`config.mk`:
```
export PLATFORM = sky130hd
export DESIGN_NAME = speech_sequencer
export DESIGN_NICKNAME = d
export VERILOG_FILES = /design/src/rtl/speech_pkg.sv /design/src/rtl/token_fifo.sv /design/src/rtl/speech_sequencer.sv
export SDC_FILE = /design/constraint.sdc
export NUM_CORES = 1
export LEC_CHECK = 0
export CAP_MARGIN = 30
export CORE_ASPECT_RATIO = 0.6
export CORE_MARGIN = 5
export CORE_UTILIZATION = 55
export CTS_CLUSTER_SIZE = 28
export DETAILED_ROUTE_END_ITERATION = 10
export HOLD_SLACK_MARGIN = 0.08
export PLACE_DENSITY = 0.79
export SLEW_MARGIN = 25
export SYNTH_ARGS = -nofsm -noshare
export SYNTH_HDL_FRONTEND = slang
export SYNTH_SLANG_ARGS = --single-unit
```
`constraint.sdc`:
```
create_clock -name clk -period 5.7 [get_ports clk]
set_input_delay 0.57 -clock clk [delete_from_list [all_inputs] [get_ports clk]]
set_output_delay 0.57 -clock clk [all_outputs]
set_load 0.005 [all_outputs]
```
`src/rtl/speech_pkg.sv`:
```
// Shared state/token types and the flash-image address table for the speech sequencer.
package speech_pkg;

    localparam int unsigned ADDR_W = 24;

    typedef enum logic [2:0] {IDLE, LOAD, REQ, PLAY, GAP} seq_state_e;

    typedef enum logic [3:0] {
        TOK_0, TOK_1, TOK_2, TOK_3, TOK_4, TOK_5, TOK_6, TOK_7, TOK_8, TOK_9,
        TOK_PLUS, TOK_MINUS, TOK_TIMES, TOK_DIV, TOK_EQUALS, TOK_POINT
    } token_e;

    // One 64 KiB slot per word; END is the byte address of the last sample.
    localparam logic [ADDR_W-1:0] TOKEN_START [16] = '{
        24'h000000, 24'h010000, 24'h020000, 24'h030000,
        24'h040000, 24'h050000, 24'h060000, 24'h070000,
        24'h080000, 24'h090000, 24'h0A0000, 24'h0B0000,
        24'h0C0000, 24'h0D0000, 24'h0E0000, 24'h0F0000
    };

    localparam logic [ADDR_W-1:0] TOKEN_END [16] = '{
        24'h00A3FF, 24'h0187FF, 24'h0289FF, 24'h038BFF,
        24'h049FFF, 24'h05A7FF, 24'h068FFF, 24'h07B3FF,
        24'h0887FF, 24'h099BFF, 24'h0A93FF, 24'h0BA3FF,
        24'h0C8BFF, 24'h0DBFFF, 24'h0EC7FF, 24'h0F77FF
    };

endpackage

```
`src/rtl/token_fifo.sv`:
```
// Synchronous token FIFO; pointers carry one extra wrap bit so full and empty are distinct.
module token_fifo #(
    parameter int unsigned DEPTH = 8,
    parameter int unsigned WIDTH = 4
) (
    input  logic                    clk,
    input  logic                    reset,
    input  logic                    push,
    input  logic                    pop,
    input  logic                    flush,
    input  logic [WIDTH-1:0]        wdata,
    output logic [WIDTH-1:0]        rdata,
    output logic [$clog2(DEPTH):0]  count,
    output logic                    full,
    output logic                    empty
);
    localparam int unsigned AW = $clog2(DEPTH);
    localparam logic [AW:0] FULL_CNT = (AW+1)'(DEPTH);
    localparam logic [AW:0] PTR_ONE = (AW+1)'(1);

    logic [AW:0]      wr_ptr_q, wr_ptr_d, rd_ptr_q, rd_ptr_d;
    logic [WIDTH-1:0] mem_q [DEPTH];
    logic             do_push, do_pop;

    assign count   = wr_ptr_q - rd_ptr_q;
    assign full    = (count == FULL_CNT);
    assign empty   = (wr_ptr_q == rd_ptr_q);
    // Flush dominates: a same-cycle push or pop is dropped.
    assign do_push = push && !full && !flush;
    assign do_pop  = pop && !empty && !flush;
    assign rdata   = mem_q[rd_ptr_q[AW-1:0]];

    always_comb begin
        wr_ptr_d = wr_ptr_q;
        rd_ptr_d = rd_ptr_q;
        if (flush) begin
            rd_ptr_d = wr_ptr_q;
        end else begin
            if (do_push) wr_ptr_d = wr_ptr_q + PTR_ONE;
            if (do_pop)  rd_ptr_d = rd_ptr_q + PTR_ONE;
        end
    end

    always_ff @(posedge clk or posedge reset) begin
        if (reset) begin
            wr_ptr_q <= '0;
            rd_ptr_q <= '0;
        end else begin
            wr_ptr_q <= wr_ptr_d;
            rd_ptr_q <= rd_ptr_d;
        end
    end

    always_ff @(posedge clk) begin
        if (do_push) mem_q[wr_ptr_q[AW-1:0]] <= wdata;
    end

endmodule

```
`src/rtl/speech_sequencer.sv`:
```
// Plays queued word tokens through the audio controller, one utterance at a time with a silence gap.
module speech_sequencer
    import speech_pkg::*;
#(
    parameter int unsigned DEPTH       = 8,
    parameter logic [23:0] GAP_CYCLES  = 24'd2_500_000,
    parameter logic [15:0] ACK_TIMEOUT = 16'd1000
) (
    input  logic                   clk,
    input  logic                   reset,
    input  logic [3:0]             token,
    input  logic                   push_valid,
    output logic                   push_ready,
    input  logic                   flush,
    output logic                   start,
    output logic [23:0]            start_address,
    output logic [23:0]            end_address,
    input  logic                   finish,
    output logic                   busy,
    output logic [$clog2(DEPTH):0] count,
    output logic                   error
);
    seq_state_e  state_q, state_d;
    logic [23:0] start_addr_q, start_addr_d, end_addr_q, end_addr_d;
    logic [23:0] gap_cnt_q, gap_cnt_d;
    logic [15:0] ack_cnt_q, ack_cnt_d;
    logic        error_q, error_d;
    logic        fifo_pop, fifo_full, fifo_empty;
    logic        gap_done, ack_expired;
    logic [3:0]  head_token;

    token_fifo #(
        .DEPTH (DEPTH),
        .WIDTH (4)
    ) u_token_fifo (
        .clk   (clk),
        .reset (reset),
        .push  (push_valid),
        .pop   (fifo_pop),
        .flush (flush),
        .wdata (token),
        .rdata (head_token),
        .count (count),
        .full  (fifo_full),
        .empty (fifo_empty)
    );

    // Terminal tests in 25/17 bits so a zero parameter still yields one cycle.
    assign gap_done    = ({1'b0, gap_cnt_q} + 25'd1) >= {1'b0, GAP_CYCLES};
    assign ack_expired = ({1'b0, ack_cnt_q} + 17'd1) >= {1'b0, ACK_TIMEOUT};

    always_comb begin
        state_d      = state_q;
        start_addr_d = start_addr_q;
        end_addr_d   = end_addr_q;
        gap_cnt_d    = '0;
        ack_cnt_d    = '0;
        error_d      = error_q;
        fifo_pop     = 1'b0;
        start        = 1'b0;
        unique case (state_q)
            IDLE: begin
                if (!fifo_empty && finish) state_d = LOAD;
            end
            LOAD: begin
                fifo_pop = 1'b1;
                // Empty here only if a flush landed on the cycle we entered LOAD.
                if (fifo_empty) begin
                    state_d = IDLE;
                end else if (end_addr_q < start_addr_q) begin
                    state_d = GAP;
                end else begin
                    state_d = REQ;
                end
            end
            REQ: begin
                start = 1'b1;
                if (!finish) begin
                    state_d = PLAY;
                end else if (ack_expired) begin
                    error_d = 1'b1;
                    state_d = GAP;
                end else begin
                    ack_cnt_d = ack_cnt_q + 16'd1;
                end
            end
            PLAY: begin
                if (finish) state_d = GAP;
            end
            GAP: begin
                if (gap_done) begin
                    state_d = fifo_empty ? IDLE : LOAD;
                end else begin
                    gap_cnt_d = gap_cnt_q + 24'd1;
                end
            end
            default: state_d = IDLE;
        endcase
        // Capture addresses on entry to LOAD so they lead start by one cycle.
        if (state_d == LOAD) begin
            start_addr_d = TOKEN_START[head_token];
            end_addr_d   = TOKEN_END[head_token];
        end
    end

    always_ff @(posedge clk or posedge reset) begin
        if (reset) begin
            state_q      <= IDLE;
            start_addr_q <= '0;
            end_addr_q   <= '0;
            gap_cnt_q    <= '0;
            ack_cnt_q    <= '0;
            error_q      <= 1'b0;
        end else begin
            state_q      <= state_d;
            start_addr_q <= start_addr_d;
            end_addr_q   <= end_addr_d;
            gap_cnt_q    <= gap_cnt_d;
            ack_cnt_q    <= ack_cnt_d;
            error_q      <= error_d;
        end
    end

    assign push_ready    = !fifo_full;
    assign busy          = (state_q != IDLE) || !fifo_empty;
    assign start_address = start_addr_q;
    assign end_address   = end_addr_q;
    assign error         = error_q;

endmodule
```
# After elaboration in Yosys (flattened, before gate mapping)
# Memory sizes are Yosys's and may differ from the RTL's. A register that Yosys moved wholly into a read port is not among the register bits.
# Cells that the tools add are included.
# totals
regBits	52
latch_bits	0
mem_bits_rw	32
romBits	768
input_bits	9
wordCells	62
n_memories	3
# op_classes
n_addsub	7
multipliers	0
n_div	0
order_cmp	3
eq_ne	7
shift	0
n_mux	20
n_bitwise	2
reduce_logical	14
# memory_table
name	words	width	read_ports	rd_clocked_by_memory_dff	wr	line_no	rtl
(no name shown)	16	24	1	1	0	speech_sequencer.sv:102	end_addr_d = TOKEN_END[head_token];
(no name shown)	16	24	1	1	0	speech_sequencer.sv:101	start_addr_d = TOKEN_START[head_token];
u_token_fifo.mem_q	8	4	1	0	1	token_fifo.sv:22	logic [WIDTH-1:0] mem_q [DEPTH];
# ops
operator	n
2-to-1 mux 16 bit	3
2-to-1 mux 24 bit	2
adder 24 x 1 -> 25 bit (second input constant)	1
greater-or-equal comparator 25 x 22 -> 1 bit (second input constant)	1
adder 24 x 1 -> 24 bit (second input constant)	1
less-than comparator 24 bit	1
2-to-1 mux 3 bit	7
adder 16 x 1 -> 17 bit (second input constant)	1
greater-or-equal comparator 17 x 10 -> 1 bit (second input constant)	1
adder 16 x 1 -> 16 bit (second input constant)	1
case mux 3 bit (5 select lines)	1
adder 4 x 1 -> 4 bit (second input constant)	2
2-to-1 mux 4 bit	2
== test 3 x 1 -> 1 bit (second input constant)	2
== test 3 x 2 -> 1 bit (second input constant)	2
logical AND 1 bit	5
2-to-1 mux 1 bit	5
inverter 4 -> 5 bit	1
== test 4 bit	1
== test 4 bit (second input constant)	1
subtractor 4 bit	1
== test 3 bit (second input constant)	1
zero test 1 bit	3
zero test 3 bit	1
other kinds (6)	6

# Depth between registers and ports, before layout
# depth
depth_word	7
mapped_depth	11

# Cells and area by module
# Synthesis repeated with hierarchy kept, for this count alone.
# hier_totals
hier_cells	481
area_unflattened_um2	5218.8
# modules_own_cells
mod	n_inst	cells_each	area_per_inst_um2	seq_area_each_um2
speech_sequencer	1	355	3365.7	1401.3
token_fifo	1	126	1853.0	1161.1

# Least setup slack after synthesis
# Ideal clock, no wire load.
# synth_path
kind	reg2reg
start	register u_token_fifo.rd_ptr_q[1]
end	memory u_token_fifo.mem_q[0][0], enable pin
arrival_ps	2490
required_time_ps	5339
path_slack_ps	2848
path_stages_with_launch	10
cell_sequence	dfrtp_1 > clkbuf_1 > inv_1 > ha_1 > a21o_1 > a21oi_1 > xnor2_1 > a41oi_1 > nand2_1 > nor3_1
# synth_between
elab_chain_len	7
# synth_lines
item	line_no	rtl
start: declaration	token_fifo.sv:21	logic [AW:0] wr_ptr_q, wr_ptr_d, rd_ptr_q, rd_ptr_d;
start signal: assignment	token_fifo.sv:50	rd_ptr_q <= rd_ptr_d;
subtractor 4 bit	token_fifo.sv:25	assign count = wr_ptr_q - rd_ptr_q;
via count[3]	speech_sequencer.sv:20	output logic [$clog2(DEPTH):0] count,
== test 4 bit	token_fifo.sv:26	assign full = (count == FULL_CNT);
zero test 1 bit	token_fifo.sv:29	assign do_push = push && !full && !flush;
logical AND 1 bit (2 in series)	token_fifo.sv:29	
2-to-1 mux 1 bit	token_fifo.sv:55	if (do_push) mem_q[wr_ptr_q[AW-1:0]] <= wdata;
2-to-1 mux 1 bit (implied by the code)	token_fifo.sv:55	
end: declaration	token_fifo.sv:22	
# The timed path passes the listed nets, and every way through them passes these cells.

# Worst setup path after layout
# layout_path
start	register gap_cnt_q[1]
end	register start_addr_q[16], in the netlist start_address[16]
# layout_between
elab_chain_len	5
# layout_lines
item	line_no	rtl
start: declaration	speech_sequencer.sv:25	logic [23:0] gap_cnt_q, gap_cnt_d;
start signal: assignment	speech_sequencer.sv:118	gap_cnt_q <= gap_cnt_d;
adder 24 x 1 -> 25 bit	speech_sequencer.sv:49	assign gap_done = ({1'b0, gap_cnt_q} + 25'd1) >= {1'b0, GAP_CYCLES};
greater-or-equal comparator 25 x 22 -> 1 bit	speech_sequencer.sv:49	
2-to-1 mux 3 bit	speech_sequencer.sv:91	if (gap_done) begin
case mux 3 bit (5 select lines)	speech_sequencer.sv:61	unique case (state_q)
== test 3 x 1 -> 1 bit	speech_sequencer.sv:100	if (state_d == LOAD) begin
end: declaration	speech_sequencer.sv:24	logic [23:0] start_addr_q, start_addr_d, end_addr_q, end_addr_d;
# No other way between the ends.
# A chain may end at the register's enable or synchronous reset.

==> impl_summary.md <==
Outcome
The run finished with clean final reports.

Drt
The mean routed wirelength per cell is 16.9 µm. In the routed layout, each cell is associated on average with a via count of 5.72. The violation count after the first detailed-routing iteration is approximately 270.

Wires add up to 11200 µm. The first detailed-routing pass took 5 iterations. The via count is 3789.

After detailed routing, the number of remaining DRC violations is 0. Once detail routing completed, the nets flagged for antenna violations numbered 0.

Synthesis
The mean instance size in the synthesized netlist is between 10 and 15 µm². The netlist uses 66 different library cells. In this run, synthesis produced a sequential element count of 96. In the post-synthesis netlist, the biggest area contributors are sky130_fd_sc_hd__dfrtp_1, sky130_fd_sc_hd__edfxtp_1, sky130_fd_sc_hd__buf_4, sky130_fd_sc_hd__xnor2_1, sky130_fd_sc_hd__nor2_1. For this run, the register share of the synthesized area comes to 47.7%.

The dominant register cell in the synthesized netlist is sky130_fd_sc_hd__dfrtp_1. The post-synthesis cell count is 500. The count of flip-flops with a built-in enable after synthesis is 32.

The combined area of all synthesized cells is roughly 5400 µm². The yosys synthesis warning count is 0. For this run, asynchronously set or reset flops after synthesis account for about 67%. The top cell type's share of synthesized area is between 20% and 30%.

The library cell with the largest summed area after synthesis is sky130_fd_sc_hd__dfrtp_1.

CTS
The longest clock path from root to sink contains 2 buffers. The H-tree was split into 3 levels. The register clock-pin slew on the reported worst setup and hold paths is 60 ps. TritonCTS built the clock tree. The count of clock tree sinks is 96. The post-cts resize count is 0. The root buffer cell chosen for the clock tree is sky130_fd_sc_hd__clkbuf_16. TritonCTS created 9 clock buffers. The number of setup buffers added after CTS is 0. The number of hold buffers added after CTS was 0.

The later pin in the worst-skew pair is clocked with a latency of about 340 ps.

GRT
The first global-routing pass estimated 18300 µm of wire. The number of antenna violations at the first check in global routing was 0. The overall overflow remaining after global route is 0. The overall track demand over capacity in global routing is 19.8%.

The number of global-route vias before repair is 3619. Entering global routing, the biggest net connects 65 pins.

Pwr
After layout, the design draws a total of 2.51 mW. Across the VDD grid, the largest voltage drop is 0.356 mV. The leakage component of the power is approximately 2.3 nW. For this design the ratio of total power to cell area is 422 nW/µm².

Critical path
STA puts the critical path data arrival time at 3790 ps. The slowest stage of the critical path belongs to the cell sky130_fd_sc_hd__nor4_4. The setup path with the least slack is of type flop to flop. The critical path goes through ha_1 -> nand4_1 -> nor2_1 -> and3_1 -> nor4_1 -> o22ai_1 -> a211oi_2 -> nor4_4 -> buf_4 -> mux2_2. Of all nets on the critical path, the largest fanout is 8. The sum of buffers and inverters on the critical path is 1. On the worst path, the slowest cell contributes a delay of 480 ps. At the worst endpoint, the required time is 5930 ps. STA classifies the critical path endpoint as a flop. The kind of start point of the critical path is a flop. The cell type group with the largest total delay on the critical path is simple AND/OR/NAND/NOR gates.

Finish
The final layout net count is 551. The multi-input combinational cells in the finished layout cover a total of around 2500 µm². The count of antenna diodes in the layout is 0. The area growth from synthesis to layout is 10.9%. The post-route netlist has 9.40% of its cells at a drive strength greater than 1. The storage element area is about 2600 µm². After filler insertion, the fill cell instance count of the layout stands at 742.

Timing
The final-report hold violation count is 0. For the pin with the worst max-slew slack, the measured transition is slightly above 800 ps. The final total negative setup slack is 0 ps. Based on the critical path, the design can be clocked at up to 281 MHz. The clock arrives with 5.45 ps of skew. Setup repair after global routing left no endpoint under its margin. Setup violations remaining at the end of the flow were counted as 0.

The minimum clock period is 3560 ps. The number of max-slew violations in the final report is 0. The worst slew slack as a fraction of its limit is 44.6%.

The final critical path takes up between 60% and 70% of the cycle. Once routing completed, OpenROAD measured the worst setup slack at 2140 ps. The hold slack is about 470 ps.

Floorplanning
The die width is 138 µm. For this configuration, the core starts out at a cell density of 57.4%. Measured along the y axis, the die boundary spans 86.5 µm. The total area inside the core boundary comes to 9360 µm². The die covers 11900 µm². In this run the core area contains 27 standard-cell rows. The boundary pin count is 65.

Place
The post-DP HPWL is 8190 µm. The weighted congestion at the end of routability-driven global placement is 0.932. The number of buffers inserted by port buffering is 40. The placement-stage worst setup slack is 2050 ps.

Worst hold path
The path class of the tightest hold or removal check is flop to flop.

Run
Across the run, the number of max-cap violations was 0.
==> kinds of logic (layout without fill, tap and decap cells) <==
logic type               count (synthesis)  in the layout  synth area share (%)
flip-flops                              96             96                  47.7
buffers and inverters                   75             76                  8.64
other                                    1             32                0.0698
XOR/XNOR                                41             41                  6.69
AO/OA/AOI/OAI                           53             53                  6.85
AND/OR/NAND/NOR                        193            193                  18.8
adder cells (fa/ha/maj)                 15             15                  3.63
multiplexers                            26             26                  7.55
==> cell usage in the layout, fill, tap and decap left out, types with 7 or more instances in the layout <==
cell                               n
sky130_fd_sc_hd__dfrtp_1          64
sky130_fd_sc_hd__nor2_1           54
sky130_fd_sc_hd__nand2_1          43
sky130_fd_sc_hd__clkdlybuf4s50_1  40
sky130_fd_sc_hd__conb_1           32
sky130_fd_sc_hd__edfxtp_1         32
sky130_fd_sc_hd__xnor2_1          27
sky130_fd_sc_hd__nand3_1          23
sky130_fd_sc_hd__inv_1            16
sky130_fd_sc_hd__nand4_1          14
sky130_fd_sc_hd__xor2_1           14
sky130_fd_sc_hd__ha_1             14
sky130_fd_sc_hd__nor3_1           10
sky130_fd_sc_hd__o21ai_0          10
sky130_fd_sc_hd__and3_1            9
sky130_fd_sc_hd__clkbuf_16         9
sky130_fd_sc_hd__mux4_2            8
sky130_fd_sc_hd__mux2_4            8
sky130_fd_sc_hd__a31oi_1           7
sky130_fd_sc_hd__a21oi_1           7
==> cell usage after synthesis (all sizes together) (5+ instances only) <==
library cell	n
xnor2	27
mux2i	6
clkbuf	8
dfrtp	64
buf	49
a21oi	7
a31oi	7
nor3	10
edfxtp	32
ha	14
nand4	14
o21ai	11
nor2	54
nand2b	6
and4	5
inv	17
and2	6
nor4	7
nand3	25
and3	9
nand2	43
mux4	8
mux2	12
xor2	14
a211oi	6
==> report_power, final <==
| part | switching (mW) | internal, mW |
|---|---|---|
| clock network | 0.254 | 0.338 |
| logic | 0.477 | 0.522 |
| registers | 0.113 | 0.812 |
==> registers in the layout, summed over array words and instances, names as in the netlist <==
| name | count |
|---|---|
| end_address | 8 |
| u_token_fifo.mem_q | 32 |
| state_q | 3 |
| error | 1 |
| u_token_fifo.wr_ptr_q | 4 |
| u_token_fifo.rd_ptr_q | 4 |
| ack_cnt_q | 16 |
| gap_cnt_q | 24 |
| start_address | 4 |
==> per-layer routing <==
layer  share of wire [%]  vias up  global-route usage, %
li1                    -     1757                      -
met1                  47     1827                   29.2
met2                  43      180                   28.3
met3                 8.2       25                   5.28
met4                 1.6        0                   6.34
met5                   0        -                      0
==> final timing paths <==
check | start | endpoint | slack [ps] | cells after the start
hold / removal | error | error | 470 | 1
setup / recovery | gap_cnt_q[1] | start_address[16] | 2140 | 10
setup reg to reg | gap_cnt_q[1] | start_address[16] | 2140 | 10
hold reg to reg | error | error | 470 | 1
min in group asynchronous | reset | ack_cnt_q[1] | 780 | 3
max in group asynchronous | reset | u_token_fifo.wr_ptr_q[2] | 4380 | 3
==> final cells by class <==
cell class / instances / share of cell area, %
clock buffers: 10 / 3.84
clock inverters: 6 / 0.987
inverters: 18 / 1.13
multi-input cells: 360 / 41.3
flip-flops and latches: 96 / 43.0
well taps: 130 / 2.73
repair buffers: 42 / 6.97
==> through the flow <==
step / std cells / util, % / instance area, µm²
after floorplan: 531 / - / 5490
after global placement: 645 / 60.5 / 5660
after detailed placement: 645 / 60.5 / 5660
after CTS: 661 / 63.6 / 5950
after global routing: 662 / 63.6 / 5960
final: 662 / 63.6 / 5960
(Power assumes the default switching activity.)
==> variant 1 (config.mk and constraints unchanged) <==
Put a register stage on the output `count`, cleared by the reset. The value now appears one clock later. The other outputs are not delayed to match.
--- a/src/rtl/speech_sequencer.sv
+++ b/src/rtl/speech_sequencer.sv
@@ -22,2 +22,4 @@
 );
+
+    logic [$clog2(DEPTH):0] count_d;
     seq_state_e  state_q, state_d;
@@ -42,3 +44,3 @@
         .rdata (head_token),
-        .count (count),
+        .count (count_d),
         .full  (fifo_full),
@@ -129,2 +131,10 @@
 
+    always_ff @(posedge clk or posedge reset) begin
+        if (reset) begin
+            count <= '0;
+        end else begin
+            count <= count_d;
+        end
+    end
+
 endmodule
Function: changed (Yosys sat finds a counterexample within 4 cycles, from zero or initial values and one cycle with reset high).
==> variant 1 against the original RTL <==
Clock skew increased by 0.00098 ns. Count of clock-buffer cells in the layout increased by 1. Sequential cell count increased by 4. Setup slack got worse by 0.14 ns. Area after synthesis increased by 2.5%. Global-route usage decreased by 1.4 points. Power decreased by 0.37%. Wire length decreased by 3.9%. Cell area increased by 2.9%. Hold slack improved by 0.046 ns.
==> variant 1: results (changes against the original RTL) <==
sta:
  relSlewSlack_pct: 41.65  # -2.9 points
  finalMaxSlewViolations: 0  # unchanged
  clock_skew_ns: 0.006430  # +0.0009826 ns
  hold_slack_ns: 0.5145  # +0.04617 ns
synth:
  synth_xor_area_share_pct: 6.342  # -0.34 points
  syn_inst: 517  # +3.4%
  synth_compound_gate_area_share_pct: 6.638  # -0.21 points
  synthAdderAreaFrac_pct: 3.546  # -0.088 points
  ys_seq_area_share_pct: 48.37  # +0.66 points
  async_reset_ff_share_pct: 68.00  # +1.3 points
  synth_cell_type_count: 70  # +6.1%
  synth_commonest_cells: "68 x dfrtp_1, 61 x nor2_1, 42 x buf_4, 41 x nand2_1, 32 x edfxtp_1"
  synthMuxAreaShare_pct: 7.820  # +0.27 points
  ys_top_cells_by_area: "dfrtp_1 31%, edfxtp_1 17%, buf_4 5.7%"
worst_setup_path:
  cp_max_fo: 12  # +4
  slowest_delay_ns: 0.76  # +0.28 ns
  critical-path-top-delay-family: "compound AO/OA/AOI/OAI gates"
  r2r-end: "start_address[19]"
  r2r_start: "gap_cnt_q[0]"
  regToRegSetupSlack_ns: 2.00  # -0.14 ns
  cp.arrival_ns: 3.92  # +0.13 ns
  critPathCaptureType: "flip-flop"
  crit_path_top_delay_cell: "nor4_1"
detailed_routing:
  dr_wl_met3_um: 751  # -18%
  drt_iter0_markers: 427  # +59%
  postRouteWirelength_um: 10730  # -3.9%
  wl_met1_um: 5326  # +0.64%
  via_per_inst: 5.450  # -4.8%
  wl_met2_um: 4603  # -3.6%
hold_path:
  hold_path_depth: 1  # unchanged
  hold_path_end: "end_address[13]"
  hold_start: "end_address[13]"
place:
  numPortBuffers: 40  # unchanged
  gp_congestion: 0.8846  # -5.1%
final_layout:
  final_nets: 566  # +2.7%
  layout-drive-gt1-share_pct: 8.775  # -0.62 points
global_routing:
  grt_max_degree: 69  # +6.2%
  grt.total_usage_pct: 18.36  # -1.4 points
  grt_pass1_vias: 3517  # -2.8%
power_and_ir_drop:
  vdd_drop_max_mv: 0.2376  # -33%
  p_leak_nw: 2.434  # +5.6%
run_status:
  status: "finished, final reports clean"
[variant 1: metal layers]
metal	up-vias	global-route usage [%]
li1	1785	-
met1	1789	27.24
met2	138	26.33
met3	5	5.979
met4	0	4.085
met5	-	0
[variant 1: final cells by class]
type / count / area (um2)
clock buffer: 11 / 242.7
sequential: 100 / 2663
fill: 756 / 3684
multi-input combinational: 364 / 2459
tap: 135 / 168.9
clock inverter: 5 / 58.81
timing repair buffer: 44 / 447.9
inverter: 23 / 86.33
[variant 1: power breakdown]
part | internal, W | switching (W) | leakage, nW
logic | 0.000469 | 0.000435 | 1.13
registers | 0.000860 | 0.000123 | 1.16
clock network | 0.000354 | 0.000265 | 0.144
total | 0.00168 | 0.000823 | 2.43
[variant 1: through the flow]
step                instances  area, um2  total power, W  setup WS (ns)
finish                    682       6126        0.002506          2.005
global route              682       6126        0.002667          1.780
CTS                       680       6093        0.002515          2.018
detailed placement        664       5792        0.001891          2.044
global placement          664       5792        0.001855          2.179
floorplan                 548       5620        0.001619          2.409
==> variant 2 (config.mk and constraints unchanged) <==
Made on the original files. `DEPTH` is set to 8 in 2 places; all go to 4.
--- a/src/rtl/token_fifo.sv
+++ b/src/rtl/token_fifo.sv
@@ -2,3 +2,3 @@
 module token_fifo #(
-    parameter int unsigned DEPTH = 8,
+    parameter int unsigned DEPTH = 4,
     parameter int unsigned WIDTH = 4
--- a/src/rtl/speech_sequencer.sv
+++ b/src/rtl/speech_sequencer.sv
@@ -4,3 +4,3 @@
 #(
-    parameter int unsigned DEPTH       = 8,
+    parameter int unsigned DEPTH       = 4,
     parameter logic [23:0] GAP_CYCLES  = 24'd2_500_000,
Ports: changed (resized count); port bits go from 65 to 64. The function was not compared with the original's and may differ.
==> variant 2 against the original RTL <==
Power down 17%. First-iteration DRC count is 31% lower. Die area shrank 17%. Cell area fell by 16%. Count of clock-buffer cells in the layout increased by 1. Largest power group is now registers. Wire length is 30% lower. Area after synthesis fell by 19%. Sequential cell count shrank 18. Setup slack better by 0.19 ns.
==> variant 2: results (changes against the original RTL) <==
detailed_routing:
  wl_per_cell_um: 14.27  # -15%
  wl_met2_um: 3534  # -26%
  drt_iter0_markers: 186  # -31%
  firstDrtPassIters: 4  # -1
  via_per_inst: 5.107  # -11%
synth:
  synth_edf_count: 16  # -50%
  synth_commonest_cells: "62 x dfrtp_1, 46 x nor2_1, 37 x buf_4, 25 x nand2_1, 21 x xnor2_1"
  ys_seq_area_share_pct: 46.73  # -0.98 points
  synth_xor_area_share_pct: 7.655  # +0.97 points
  synth_cell_type_count: 57  # -14%
worst_setup_path:
  r2r-end: "gap_cnt_q[19]"
  cp_max_fo: 23  # +15
  slowest_delay_ns: 0.71  # +0.23 ns
  startpoint: "gap_cnt_q[0]"
  crit_path_top_delay_cell: "nand3_1"
  cp.arrival_ns: 3.61  # -0.18 ns
  regToRegSetupSlack_ns: 2.34  # +0.19 ns
power_and_ir_drop:
  p_leak_nw: 2.056  # -11%
global_routing:
  grt_pass1_wl_um: 13610  # -26%
  use_met3_pct: 5.645  # +0.37 points
  grt_pass1_vias: 2763  # -24%
  grt_max_degree: 63  # -3.1%
final_layout:
  fillers: 603  # -19%
  final_nets: 463  # -16%
  layout-drive-gt1-share_pct: 9.729  # +0.33 points
  largest_reg_flops: 24  # -25%
run_status:
  status: "finished, final reports clean"
place:
  gp_congestion: 0.8454  # -9.3%
  numPortBuffers: 39  # -2.5%
  dpl.hpwl_um: 5645  # -31%
sta:
  tightestPinTransition_ns: 0.9055  # +0.08050 ns
  hold_slack_ns: 0.4966  # +0.02825 ns
variant 2: cell types whose count changed in the layout (fill, tap and decap cells not counted), moves of 4 or more:
cell      before  now
nand2_1       43   25
edfxtp_1      32   16
nand4_1       14    5
nor2_1        54   46
nor3_1        10    3
xnor2_1       27   21
mux4_2         8    3
a31oi_1        7    3
and2_1         5    9
variant 2: area by class of cell:
cell class,count,area [um2],area share (%)
sequential,78,2032,40.83
tap,108,135.1,2.716
multi-input combinational,294,2032,40.83
inverter,14,52.55,1.056
timing repair buffer,40,397.9,7.996
clock buffer,11,264.0,5.306
clock inverter,5,62.56,1.257
variant 2: stage by stage:
step	util, %	power (W)	std cells	area, um2	setup slack (ns)
2_1_floorplan	-	0.001224	436	4464	3.183
3_3_place_gp	59.69	0.001468	534	4649	2.536
3_5_place_dp	59.69	0.001496	534	4649	2.454
4_1_cts	63.89	0.002117	550	4976	2.342
5_1_grt	63.89	0.002231	550	4976	1.986
6_report	63.89	0.002092	550	4976	2.337
